===== config.mk =====
export PLATFORM = sky130hd
export DESIGN_NAME = multicycle_ctrl
export DESIGN_NICKNAME = d
export VERILOG_FILES = /design/src/rtl/ctrl_pkg.sv /design/src/rtl/alu_op_dec.sv /design/src/rtl/multicycle_ctrl.sv
export SDC_FILE = /design/constraint.sdc
export NUM_CORES = 1
export LEC_CHECK = 0
export CORE_ASPECT_RATIO = 0.7
export CORE_MARGIN = 2
export CORE_UTILIZATION = 43
export CTS_BUF_LIST = sky130_fd_sc_hd__clkbuf_4
export DETAILED_ROUTE_END_ITERATION = 12
export PLACE_DENSITY_LB_ADDON = 0.15
export SYNTH_ARGS = -nofsm -noshare
export SYNTH_HDL_FRONTEND = slang
export SYNTH_SLANG_ARGS = --single-unit

===== constraint.sdc =====
create_clock -name clk -period 2.76 [get_ports clk]
set_input_delay 0.552 -clock clk [delete_from_list [all_inputs] [get_ports clk]]
set_output_delay 0.552 -clock clk [all_outputs]
set_load 0.005 [all_outputs]

===== src/rtl/ctrl_pkg.sv =====
// rtl/ctrl_pkg.sv - shared types and encodings for the multi-cycle RV32I controller
package ctrl_pkg;

  typedef enum logic [3:0] {
    S_FETCH, S_DECODE, S_MEMADR, S_MEMREAD, S_MEMWRITE, S_MEMWB,
    S_EXEC_R, S_EXEC_I, S_ALUWB, S_BRANCH, S_JAL, S_JALR, S_HALT
  } state_t;

  localparam logic [6:0] OP_LOAD   = 7'b0000011;
  localparam logic [6:0] OP_STORE  = 7'b0100011;
  localparam logic [6:0] OP_R      = 7'b0110011;
  localparam logic [6:0] OP_I      = 7'b0010011;
  localparam logic [6:0] OP_BRANCH = 7'b1100011;
  localparam logic [6:0] OP_JAL    = 7'b1101111;
  localparam logic [6:0] OP_JALR   = 7'b1100111;

  localparam logic [2:0] ALU_ADD  = 3'b000;
  localparam logic [2:0] ALU_SLL  = 3'b001;
  localparam logic [2:0] ALU_SLT  = 3'b010;
  localparam logic [2:0] ALU_SLTU = 3'b011;
  localparam logic [2:0] ALU_XOR  = 3'b100;
  localparam logic [2:0] ALU_SR   = 3'b101;
  localparam logic [2:0] ALU_OR   = 3'b110;
  localparam logic [2:0] ALU_AND  = 3'b111;

  localparam logic [6:0] F7_SUB = 7'b0100000;

  localparam logic       ADR_PC     = 1'b0;
  localparam logic       ADR_ALU    = 1'b1;
  localparam logic [1:0] A_PC       = 2'd0;
  localparam logic [1:0] A_OLDPC    = 2'd1;
  localparam logic [1:0] A_RS1      = 2'd2;
  localparam logic [1:0] B_RS2      = 2'd0;
  localparam logic [1:0] B_IMM      = 2'd1;
  localparam logic [1:0] B_FOUR     = 2'd2;
  localparam logic [1:0] RES_ALUREG = 2'd0;
  localparam logic [1:0] RES_MEM    = 2'd1;
  localparam logic [1:0] RES_ALU    = 2'd2;

  // beq is the only branch taken on a set zero flag; the ALU inverts the rest.
  function automatic logic branch_taken(input logic [2:0] f3, input logic z);
    return (f3 == 3'b000) ? z : !z;
  endfunction

  function automatic logic branch_f3_legal(input logic [2:0] f3);
    return !((f3 == 3'b010) || (f3 == 3'b011));
  endfunction

endpackage


===== src/rtl/alu_op_dec.sv =====
// rtl/alu_op_dec.sv - maps controller state and instruction fields to the ALU operation
module alu_op_dec
  import ctrl_pkg::*;
(
  input  state_t     state,
  input  logic [6:0] opcode,
  input  logic [2:0] funct3,
  input  logic [6:0] funct7,
  output logic [2:0] alu_ctrl,
  output logic [2:0] alu_funct3,
  output logic [6:0] alu_funct7
);

  always_comb begin
    alu_ctrl   = ALU_ADD;
    alu_funct3 = 3'b000;
    alu_funct7 = 7'b0000000;
    case (state)
      S_EXEC_R, S_EXEC_I: begin
        alu_ctrl   = funct3;
        alu_funct3 = funct3;
        // immediates reuse funct7 bits as imm[11:5]; only shifts may see them
        if ((opcode == OP_R) || (funct3 == ALU_SR)) alu_funct7 = funct7;
      end
      S_BRANCH: begin
        case (funct3)
          3'b000, 3'b001: begin
            alu_ctrl   = ALU_ADD;
            alu_funct3 = 3'b000;
            alu_funct7 = F7_SUB;
          end
          3'b100: begin alu_ctrl = ALU_SLT;  alu_funct3 = 3'b010; end
          3'b101: begin alu_ctrl = ALU_SLT;  alu_funct3 = 3'b101; end
          3'b110: begin alu_ctrl = ALU_SLTU; alu_funct3 = 3'b011; end
          3'b111: begin alu_ctrl = ALU_SLTU; alu_funct3 = 3'b111; end
          default: ;
        endcase
      end
      default: ;
    endcase
  end

endmodule


===== src/rtl/multicycle_ctrl.sv =====
// rtl/multicycle_ctrl.sv - multi-cycle RV32I control FSM with req/ready memory handshake
// Define CTRL_PERF_CNT_EN to add the cycle_cnt / instret_cnt performance counters.
module multicycle_ctrl
  import ctrl_pkg::*;
#(
  parameter state_t      RESET_STATE = S_FETCH,
  parameter int unsigned MEM_TIMEOUT = 0
) (
  input  logic        clk,
  input  logic        rst,
  input  logic [6:0]  opcode,
  input  logic [2:0]  funct3,
  input  logic [6:0]  funct7,
  input  logic        zero,
  input  logic        mem_ready,
  output logic        mem_req,
  output logic        mem_we,
  output logic        adr_sel,
  output logic        pc_we,
  output logic        ir_we,
  output logic        reg_we,
  output logic [1:0]  alu_a_sel,
  output logic [1:0]  alu_b_sel,
  output logic [1:0]  result_sel,
  output logic [2:0]  alu_ctrl,
  output logic [2:0]  alu_funct3,
  output logic [6:0]  alu_funct7,
  output logic        illegal,
  output logic        mem_err
`ifdef CTRL_PERF_CNT_EN
  ,
  output logic [31:0] cycle_cnt,
  output logic [31:0] instret_cnt
`endif
);

  state_t      state_q, state_d;
  logic        illegal_q, illegal_d;
  logic        mem_err_q, mem_err_d;
  logic [31:0] tmo_cnt_q, tmo_cnt_d;
  logic        req_int;
  logic [2:0]  dec_ctrl, dec_funct3;
  logic [6:0]  dec_funct7;

  alu_op_dec u_alu_op_dec (
    .state      (state_q),
    .opcode     (opcode),
    .funct3     (funct3),
    .funct7     (funct7),
    .alu_ctrl   (dec_ctrl),
    .alu_funct3 (dec_funct3),
    .alu_funct7 (dec_funct7)
  );

  assign req_int = (state_q == S_FETCH) || (state_q == S_MEMREAD) || (state_q == S_MEMWRITE);

  always_ff @(posedge clk or posedge rst) begin
    if (rst) begin
      state_q   <= RESET_STATE;
      illegal_q <= 1'b0;
      mem_err_q <= 1'b0;
      tmo_cnt_q <= '0;
    end else begin
      state_q   <= state_d;
      illegal_q <= illegal_d;
      mem_err_q <= mem_err_d;
      tmo_cnt_q <= tmo_cnt_d;
    end
  end

  always_comb begin
    state_d   = state_q;
    illegal_d = illegal_q;
    mem_err_d = mem_err_q;
    tmo_cnt_d = '0;
    case (state_q)
      S_FETCH:    if (mem_ready) state_d = S_DECODE;
      S_DECODE: begin
        case (opcode)
          OP_LOAD, OP_STORE: state_d = S_MEMADR;
          OP_R:              state_d = S_EXEC_R;
          OP_I:              state_d = S_EXEC_I;
          OP_JAL:            state_d = S_JAL;
          OP_JALR:           state_d = S_JALR;
          OP_BRANCH: begin
            if (branch_f3_legal(funct3)) begin
              state_d = S_BRANCH;
            end else begin
              illegal_d = 1'b1;
              state_d   = S_HALT;
            end
          end
          default: begin
            illegal_d = 1'b1;
            state_d   = S_HALT;
          end
        endcase
      end
      S_MEMADR:   state_d = (opcode == OP_STORE) ? S_MEMWRITE : S_MEMREAD;
      S_MEMREAD:  if (mem_ready) state_d = S_MEMWB;
      S_MEMWRITE: if (mem_ready) state_d = S_FETCH;
      S_MEMWB, S_ALUWB, S_BRANCH:         state_d = S_FETCH;
      S_EXEC_R, S_EXEC_I, S_JAL, S_JALR:  state_d = S_ALUWB;
      S_HALT:     state_d = S_HALT;
      default:    state_d = S_FETCH;
    endcase
    // only consecutive stalled request cycles count toward the timeout
    if ((MEM_TIMEOUT != 0) && req_int && !mem_ready) begin
      tmo_cnt_d = tmo_cnt_q + 32'd1;
      if (tmo_cnt_d == MEM_TIMEOUT) begin
        mem_err_d = 1'b1;
        state_d   = S_HALT;
        tmo_cnt_d = '0;
      end
    end
  end

  always_comb begin
    mem_req    = 1'b0;
    mem_we     = 1'b0;
    adr_sel    = ADR_PC;
    pc_we      = 1'b0;
    ir_we      = 1'b0;
    reg_we     = 1'b0;
    alu_a_sel  = A_PC;
    alu_b_sel  = B_RS2;
    result_sel = RES_ALUREG;
    alu_ctrl   = ALU_ADD;
    alu_funct3 = 3'b000;
    alu_funct7 = 7'b0000000;
    // reset masks every output combinationally so an in-flight request drops at once
    if (!rst) begin
      alu_ctrl   = dec_ctrl;
      alu_funct3 = dec_funct3;
      alu_funct7 = dec_funct7;
      case (state_q)
        S_FETCH: begin
          mem_req    = 1'b1;
          alu_b_sel  = B_FOUR;
          result_sel = RES_ALU;
          ir_we      = mem_ready;
          pc_we      = mem_ready;
        end
        S_DECODE: begin
          alu_a_sel = A_OLDPC;
          alu_b_sel = (opcode == OP_JALR) ? B_FOUR : B_IMM;
        end
        S_MEMADR: begin
          alu_a_sel = A_RS1;
          alu_b_sel = B_IMM;
        end
        S_MEMREAD: begin
          mem_req = 1'b1;
          adr_sel = ADR_ALU;
        end
        S_MEMWRITE: begin
          mem_req = 1'b1;
          mem_we  = 1'b1;
          adr_sel = ADR_ALU;
        end
        S_MEMWB: begin
          reg_we     = 1'b1;
          result_sel = RES_MEM;
        end
        S_EXEC_R: alu_a_sel = A_RS1;
        S_EXEC_I: begin
          alu_a_sel = A_RS1;
          alu_b_sel = B_IMM;
        end
        S_ALUWB:  reg_we = 1'b1;
        S_BRANCH: begin
          alu_a_sel = A_RS1;
          pc_we     = branch_taken(funct3, zero);
        end
        S_JAL: begin
          alu_a_sel = A_OLDPC;
          alu_b_sel = B_FOUR;
          pc_we     = 1'b1;
        end
        S_JALR: begin
          alu_a_sel  = A_RS1;
          alu_b_sel  = B_IMM;
          result_sel = RES_ALU;
          pc_we      = 1'b1;
        end
        default: ;
      endcase
    end
  end

  assign illegal = illegal_q;
  assign mem_err = mem_err_q;

`ifdef CTRL_PERF_CNT_EN
  logic [31:0] cycle_cnt_q, cycle_cnt_d, instret_cnt_q, instret_cnt_d;
  logic        retire;

  assign retire = (state_d == S_FETCH) &&
                  ((state_q == S_MEMWRITE) || (state_q == S_MEMWB) ||
                   (state_q == S_ALUWB) || (state_q == S_BRANCH));

  always_comb begin
    cycle_cnt_d   = cycle_cnt_q + 32'd1;
    instret_cnt_d = instret_cnt_q + {31'd0, retire};
  end

  always_ff @(posedge clk or posedge rst) begin
    if (rst) begin
      cycle_cnt_q   <= '0;
      instret_cnt_q <= '0;
    end else begin
      cycle_cnt_q   <= cycle_cnt_d;
      instret_cnt_q <= instret_cnt_d;
    end
  end

  assign cycle_cnt   = cycle_cnt_q;
  assign instret_cnt = instret_cnt_q;
`endif

endmodule


== Yosys cells after proc, flatten, opt, wreduce, memory -nomap -nowiden ==
Cells that the tools add are included.

* Output and inout bits: 27
* Word-level logic and storage cells: 95
* Input bits: 21
* Bits in registers: 5

* Bitwise gates (word level): 1
* Eq/ne operators: 30
* Muxes and demuxes: 39
* Reduce and logical (&&, ||, !) cells: 23

{| class="wikitable"
|+ Operators with widths
! cell !! count
|-
| 4-bit case mux with 7 select lines || 1
|-
| 4-bit case mux with 6 select lines || 1
|-
| 2-bit OR reduction || 11
|-
| 7-bit == test, second input constant || 3
|-
| 4-bit == test, second input constant || 5
|-
| 4-bit by 3-bit == test with 1-bit output, second input constant || 4
|-
| 7-bit by 6-bit == test with 1-bit output, second input constant || 2
|-
| 7-bit two-way mux || 2
|-
| 7-bit case mux with 2 select lines || 1
|-
| 1-bit two-way mux || 13
|-
| 3-bit == test, second input constant || 4
|-
| 3-bit two-way mux || 4
|-
| 4-bit two-way mux || 3
|-
| 2-bit case mux with 2 select lines || 3
|-
| 3-bit case mux with 2 select lines || 2
|-
| 3-bit case mux with 4 select lines || 1
|-
| 4-bit by 2-bit == test with 1-bit output, second input constant || 2
|-
| 2-bit two-way mux || 4
|-
| 2-bit != test, second input constant || 4
|-
| 7-bit by 2-bit == test with 1-bit output, second input constant || 1
|-
| 7-bit by 5-bit == test with 1-bit output, second input constant || 1
|-
| 3-bit by 2-bit == test with 1-bit output, second input constant || 2
|-
| 6-bit two-way mux || 1
|-
| 2-bit case mux with 3 select lines || 1
|-
| 14 further kinds || 17
|}

== Logic depth before layout (Yosys ltp) ==
Gate-level depths: netlist (run 1).

* Word-level depth: 5
* Depth in mapped cells: 6
* Gate-level depth less buffers: 4

== Hierarchy ==
Synthesis (run 1) repeated with hierarchy kept, for this count alone.

* Cells, all modules: 142
* Area total of the unflattened synthesis: 993.5 um^2

{| class="wikitable"
|+ By module, submodules not included
! module !! cells an instance !! times used !! area an instance (um^2) !! sequential area each (um^2)
|-
| multicycle_ctrl || 110 || 1 || 799.5 || 125.1
|-
| alu_op_dec || 32 || 1 || 193.9 || 0.0
|}

== Worst setup path after synthesis (run 1) ==
OpenSTA, ideal clock, no wires.

* Path kind: input to output
* From: input opcode[2]
* To: output alu_funct7[5]
* Slack: 694 ps
* Arrival time: 1514 ps
* Stages: 5
* Buffers on the path: 1
* Required time: 2208 ps
* Cell sequence: nand4bb_1 > clkbuf_1 > nor4bb_1 > o21a_1 > a22o_1

* Cells in the longest elaborated chain, start to end: 5

{| class="wikitable"
|+ Ends and longest elaborated chain
! what !! RTL line !! source
|-
| start, declared || multicycle_ctrl.sv:11 || <nowiki>input logic [6:0] opcode,</nowiki>
|-
| 7-bit by 6-bit == test with 1-bit output || alu_op_dec.sv:23 || <nowiki>if ((opcode == OP_R) || (funct3 == ALU_SR)) alu_funct7 = funct7;</nowiki>
|-
| 1-bit logical OR || alu_op_dec.sv:23 ||
|-
| 7-bit two-way mux || alu_op_dec.sv:23 ||
|-
| 7-bit case mux with 2 select lines || alu_op_dec.sv:18 || <nowiki>case (state)</nowiki>
|-
| 7-bit two-way mux || multicycle_ctrl.sv:132 || <nowiki>if (!rst) begin</nowiki>
|-
| end, declared || multicycle_ctrl.sv:27 || <nowiki>output logic [6:0] alu_funct7,</nowiki>
|}

No other way between the ends.

== Worst setup path in the final report (run 1) ==
* From: register state_q[3]
* To: output alu_funct7[2]

* Cells in the longest elaborated chain, start to end: 4
* Elaborated cells between the ends (all ways): 6
* Those cells by class: 3 x eq/ne; 2 x mux; 1 x reduce/logical

{| class="wikitable"
|+ Ends and longest elaborated chain
! what !! RTL line !! source
|-
| start, declared || multicycle_ctrl.sv:37 || <nowiki>state_t state_q, state_d;</nowiki>
|-
| start signal, assigned || multicycle_ctrl.sv:64 || <nowiki>state_q <= state_d;</nowiki>
|-
| 4-bit by 3-bit == test with 1-bit output || alu_op_dec.sv:18 ||
|-
| 2-bit OR reduction || alu_op_dec.sv:18 ||
|-
| 7-bit case mux with 2 select lines (*) || alu_op_dec.sv:18 ||
|-
| 7-bit two-way mux (*) || multicycle_ctrl.sv:132 ||
|}

Every way passes the cells marked *; elsewhere a longest branch is shown, timed or not.

==> impl_metrics.json, run 1 <==
{
  "status": "completed",
  "synth_edf_count": 0,
  "min_period_ns": 2.69,
  "io_pins": 48,
  "clkSlewWorstSetupHoldPaths_ns": 0.05,
  "dpl_cell_area_um2": 1480,
  "hp-start": "illegal",
  "synth_cell_types": 46,
  "dp_slack_ns": -0.343,
  "htree_levels": 1,
  "worst_pin_slew_ns": 0.589,
  "drive_gt1_frac": 0.246,
  "finalSetupTns_ns": 0,
  "tritoncts": "built",
  "die_h_um": 41.5,
  "n_antenna_cell": 0,
  "vias": 1304,
  "async_flop_share": 1.00,
  "p_leak_nw": 0.778,
  "syn_nets": 148,
  "cp-end-kind": "output pin",
  "worstPathRequired_ns": 2.21,
  "final_cell_area_um2": 1610,
  "hp-class": "reg -> reg",
  "max_slew_margin": 0.602,
  "synth_top_cell_area_share": 0.145,
  "fin_skew_ns": 0.00467,
  "cp-start-kind": "flip-flop",
  "grt_pass1_wl_um": 5200,
  "drt_iter0_drc": 63,
  "gp_congestion": 0.891,
  "fp.dieW_um": 57.6,
  "syn_area_um2": 865,
  "detail-route-antenna-nets": 0,
  "power_uw": 734,
  "fmax_ghz": 0.371,
  "cts_buffers": 3,
  "synth.most_common_cell": "nand2_1",
  "fin_ws_ns": 0.0665,
  "holdBufCountCts": 0,
  "cp_max_fo": 12,
  "drt_wl_total_um": 3700,
  "ys_warn_count": 0,
  "cp_slowest_cell": "clkdlybuf4s50_1",
  "ir_drop_mv": 0.527,
  "synth_area_leaders": "dfrtp_1 (14%), and2_1 (5.8%), nand2_1 (5.6%)",
  "slew_viol_final": 0,
  "coreArea_um2": 1870,
  "synth.top_cells.by_count": "nand2_1 (13), nor2_1 (10), and2_1 (8), nor3_1 (8), o21ai_0 (8)",
  "worstSetupPathType": "reg -> out",
  "overflow": 0,
  "setup_viol": 0,
  "clk_path_buf_depth": 2,
  "wire_per_inst_um": 17.0,
  "root_buffer": "clkbuf_4",
  "num_rows": 13,
  "insertion_delay_ns": 0.26,
  "yosysSeqAreaShare": 0.145,
  "grt_start_max_net_pins": 17,
  "die-area_um2": 2390,
  "maxCapViolCount": 0,
  "via_per_inst": 6.01,
  "remaining_drc_errors": 0,
  "portBuffers": 46,
  "synth_top_area_cell": "dfrtp_1",
  "antenna_found_initial": 0,
  "crit_chain": "nand2b_1, nor3b_2, o21a_2, and2_4, clkdlybuf4s50_1",
  "start_util": 0.462,
  "synthCells": 127,
  "timing.final.crit_share": 0.976,
  "hold_violations": 0,
  "grt_pass1_vias": 1139,
  "track_usage": 0.273,
  "cpPeakStageDelay_ns": 0.49,
  "avgSynthCellArea_um2": 6.81,
  "clock-sinks": 5,
  "crit_path_start": "state_q[3]",
  "synth_ff_type": "dfrtp_1",
  "dp_hpwl_um": 2450,
  "ys_ff_latch": 5,
  "p_per_area_nw_per_um2": 457,
  "holdWs_ns": 0.469,
  "arrival_ns": 2.14,
  "num-nets-final": 217,
  "area_delta_synth_final_pct": 85.7,
  "firstDrtPassIters": 4,
  "r2r-start": "state_q[2]"
}
kinds of logic after synthesis:
| group | count (synthesis) | synth area share |
|---|---|---|
| flip-flops | 5 | 0.145 |
| AND/OR/NAND/NOR | 73 | 0.504 |
| XOR/XNOR | 1 | 0.0101 |
| other | 1 | 0.00434 |
| AO/OA/AOI/OAI | 32 | 0.247 |
| buffers and inverters | 13 | 0.0666 |
| multiplexers | 2 | 0.0232 |
report_power, final:
part	switching [mW]	internal, mW	leakage (nW)	total, mW
clock	0.0400	0.0530	0.0177	0.0930
sequential	0.0630	0.0949	0.0589	0.158
combinational	0.224	0.259	0.701	0.483
total	0.327	0.407	0.778	0.734
worst max-delay path: cells and delay by family, from the launching register on:
| family | cells | cell delay [ns] |
|---|---|---|
| buffers and inverters | 1 | 0.49 |
| AOI/OAI and AO/OA | 1 | 0.25 |
| and+or+nand+nor | 3 | 0.67 |
| DFF | 1 | 0.48 |
placed cells by master (no fill, tap or decap), types with 2 or more instances in the layout:
master	n
nor4b_1	2
nand2_1	13
o21ai_0	7
dfrtp_1	3
o32a_1	2
nand2b_1	7
clkbuf_4	3
clkdlybuf4s50_1	26
or3b_1	2
a21o_1	2
dlygate4sd2_1	8
nor4_1	3
mux2i_1	2
a211oi_1	2
buf_4	26
nor3_1	7
dfrtp_2	2
buf_6	2
nand3_1	2
inv_1	3
or2_2	2
a21oi_1	7
clkdlybuf4s15_1	2
clkbuf_2	2
nor2_1	9
dlymetal6s2s_1	8
and2_1	7
nand3b_1	3
o21ai_1	2
path summary, 6_finish.rpt:
path                                 end  slack [ns]  cells after the start
max in group asynchronous     state_q[1]        2.08                      3
hold / removal                   illegal        0.47                      1
setup reg to reg              state_q[2]        1.05                      4
setup / recovery           alu_funct7[2]        0.07                      5
min in group asynchronous     state_q[2]        0.48                      3
hold reg to reg                  illegal        0.47                      1
flip-flops by register name (all words and copies together), names as in the netlist:
signal	cells
illegal	1
state_q	4
stage by stage:
step           std cells  utilization
2_1_floorplan        127            -
3_3_place_gp         208        0.791
3_5_place_dp         208        0.791
4_1_cts              214        0.829
5_1_grt              217        0.858
6_report             217        0.858
timing repair:
| action | CTS | global route |
|---|---|---|
| pin swaps | 3 | 5 |
| endpoints found under the setup margin | 11 | 10 |
| buffers inserted | 2 | 3 |
| cloned | 0 | 0 |
| resized for setup | 20 | 20 |
metal layers:
metal  vias up  global-route usage  wire, µm  share of wire
met5         -                   0         0              0
met3        31              0.0405       344          0.093
li1        600                   -         -              -
met2        89               0.448      1650           0.45
met1       584               0.352      1460           0.39
met4         0               0.121       241          0.065
final cells by class:
cell class	count	area, µm²
clock buffer	3	22.5
timing repair buffer	74	678
clock inverter	1	5.00
tap	22	27.5
sequential	5	128
multi-input combinational	109	733
inverter	3	11.3
fill	107	265
(Power assumes the default switching activity.)
==> inputs of run 2 (changes only) <==
--- a/config.mk
+++ b/config.mk
@@ -5,9 +5,10 @@
 export SDC_FILE = /design/constraint.sdc
 export NUM_CORES = 1
 export LEC_CHECK = 0
+export ABC_AREA = 1
 export CORE_ASPECT_RATIO = 0.7
 export CORE_MARGIN = 2
-export CORE_UTILIZATION = 43
+export CORE_UTILIZATION = 42
 export CTS_BUF_LIST = sky130_fd_sc_hd__clkbuf_4
 export DETAILED_ROUTE_END_ITERATION = 12
 export PLACE_DENSITY_LB_ADDON = 0.15
==> run 2 against run 1 <==
Area after synthesis shrank 5.5%; clock power grew 2.9%; die area shrank 3.0%; synthesized cell count grew 19%; utilization shrank 11 points; cell area shrank 14%; final cell count grew 5.1%; wire length shrank 25%; largest power group unchanged; highest routed layer unchanged.
==> impl_metrics.json, run 2 <==
{
  "num-nets-final": 228,
  "synth_top_cell_area_share": 0.175,
  "min_period_ns": 2.66,
  "fmax_ghz": 0.376,
  "p_clk_frac": 0.155,
  "ir_drop_mv": 0.491,
  "synth_edf_count": 0,
  "r2r_cells": 5,
  "r2r-start": "state_q[3]",
  "cp_max_fo": 4,
  "portBuffers": 46,
  "wire_per_inst_um": 12.1,
  "post_cts_buffers": 0,
  "layout_common_cells": "nand2_1 (38), clkdlybuf4s50_1 (38), nor2_1 (24)",
  "async_flop_share": 1.00,
  "synth_cell_types": 31,
  "firstDrtPassIters": 5,
  "n_antenna_cell": 0,
  "min_to": "illegal",
  "intPower_uw": 343,
  "antenna_found_initial": 0,
  "drive_gt1_frac": 0.160,
  "grt_pass1_vias": 1001,
  "cp-start-kind": "primary input",
  "area_delta_synth_final_pct": 69.4,
  "dp_cells": 224,
  "p_switching_uw": 275,
  "p_seq_frac": 0.185,
  "tritoncts": "built",
  "synth-compound-area-share": 0.165,
  "num_rows": 13,
  "clk_path_buf_depth": 2,
  "grt_pass1_wl_um": 4220,
  "grt_start_max_net_pins": 17,
  "synth_ff_type": "dfrtp_1",
  "ys_ff_latch": 5,
  "vias": 1151,
  "p_per_area_nw_per_um2": 447,
  "top_register": "state_q",
  "syn_nets": 172,
  "hold_depth": 1,
  "cts_buffers": 3,
  "track_usage": 0.240,
  "worstSetupPathType": "in -> out",
  "cp-end-kind": "output pin",
  "insertion_delay_ns": 0.24,
  "ys_warn_count": 0,
  "fp.dieW_um": 56.7,
  "htree_levels": 1,
  "synth.mux.area_fraction": 0,
  "synth.most_common_cell": "nand2_1",
  "dp_slack_ns": -0.186,
  "status": "completed",
  "clock-sinks": 5,
  "combPwrFrac": 0.660,
  "avgSynthCellArea_um2": 5.41,
  "synth-simple-area-share": 0.533,
  "r2r-end": "state_q[3]",
  "gp_congestion": 0.916,
  "setup_viol": 0,
  "syn_area_um2": 817,
  "overflow": 0,
  "root_buffer": "clkbuf_4",
  "r2r_setup_slack_ns": 1.36,
  "p_sw_frac": 0.445,
  "io_pins": 48,
  "synth_top_family_by_area": "simple AND/OR/NAND/NOR gates",
  "dp_hpwl_um": 2360,
  "clkSlewWorstSetupHoldPaths_ns": 0.04,
  "die-area_um2": 2320,
  "die_h_um": 40.9,
  "hold_violations": 0,
  "grt_setup_unrepaired": "no",
  "coreArea_um2": 1840,
  "via_per_inst": 5.05,
  "synth.top_cells.by_count": "nand2_1 (38), nor2_1 (26), inv_1 (22)",
  "start_util": 0.445,
  "remaining_drc_errors": 0,
  "synthCells": 151,
  "final_cells": 228,
  "drt_wl_total_um": 2770,
  "arrival_ns": 2.11,
  "hp-class": "reg -> reg",
  "synth_area_leaders": "nand2_1 (17%), dfrtp_1 (15%), nor2_1 (12%)",
  "synth-adder-area-share": 0,
  "nFillCells": 154,
  "fin_ws_ns": 0.102,
  "yosysSeqAreaShare": 0.153,
  "slew_viol_final": 0,
  "timing.final.crit_share": 0.963,
  "detail-route-antenna-nets": 0,
  "maxCapViolCount": 0,
  "worstPathRequired_ns": 2.21,
  "synth_xor_area_frac": 0,
  "synth_top_area_cell": "nand2_1",
  "hp-start": "illegal",
  "p_leak_nw": 0.664,
  "fin_skew_ns": 0.00329,
  "largest_reg_flops": 4,
  "drt_iter0_drc": 55
}
[run 2: changes by cell type after synthesis, moves of 5 or more]
| cell | change |
|---|---|
| nand2_1 | +25 |
| inv_1 | +19 |
| nor2_1 | +16 |
| nand3_1 | +10 |
| and2_1 | -8 |
| nand2b_1 | -7 |
| o21ai_0 | -7 |
| clkbuf_1 | -6 |
| nor3_1 | -6 |
| a31oi_1 | +5 |
| inv_2 | +5 |
| nor3b_1 | +5 |
[run 2: power by group through the flow]
stage / combinational, mW / sequential [mW] / clock (mW)
finish: 0.409 / 0.114 / 0.0957
detailed placement: 0.402 / 0.115 / 0
floorplan: 0.224 / 0.111 / 0
CTS: 0.404 / 0.114 / 0.0979
global placement: 0.394 / 0.115 / 0
global route: 0.449 / 0.118 / 0.105
[run 2: per-layer routing]
metal / track usage / vias to the layer above / part of all wire
met5: 0 / - / 0
met4: 0.0298 / 0 / 0.0025
met3: 0.0536 / 2 / 0.042
met2: 0.442 / 35 / 0.49
met1: 0.305 / 522 / 0.46
li1: - / 592 / -
[run 2: cells by family (layout without fill, tap and decap cells)]
logic type | Yosys count | count (layout)
flip-flops | 5 | 5
other | 1 | 1
AO/OA/AOI/OAI | 20 | 20
buffers and inverters | 30 | 85
AND/OR/NAND/NOR | 95 | 95
[run 2: worst max-delay path by stage]
stage               from             to  slack (ns)
3_3_place_gp   opcode[1]  alu_funct7[3]       -0.08
2_1_floorplan        rst  alu_funct7[0]        0.86
5_1_grt        opcode[1]  alu_funct7[1]      0.0003
6_report       funct3[0]          pc_we        0.10
3_5_place_dp   opcode[0]  alu_funct7[0]       -0.19
4_1_cts        opcode[3]   alu_b_sel[1]        0.02
[run 2: timing repair]
item,4_1_cts,5_1_grt
pin swaps,0,0
hold buffers,0,0
setup endpoints to repair,7,6
gates resized for setup,8,6
[run 2: worst max-delay path: stages]
cell and delay [ns]:
clkdlybuf4s50_1 0.47, nor2_1 0.15, nand2_1 0.07, or2_2 0.27, nand3_1 0.07, a31oi_1 0.07
clkdlybuf4s50_1 0.45
[run 2: area by class of cell]
cell class	instances	area, µm²	share of cell area
Clock buffer	4	30.0	0.0217
Inverter	27	101	0.0732
Multi-Input combinational cell	116	589	0.426
Sequential cell	5	125	0.0904
Tap cell	22	27.5	0.0199
Timing Repair Buffer	54	510	0.369
[run 2: metrics by stage]
stage	setup TNS (ns)	total power, mW	hold WS, ns	util	area [µm²]
floorplan	0	0.335	0.466	-	817
global placement	-0.470	0.509	0.452	0.734	1350
detailed placement	-0.932	0.517	0.457	0.734	1350
CTS	0	0.616	0.467	0.748	1380
global route	0	0.672	0.491	0.753	1380
finish	0	0.619	0.463	0.753	1380
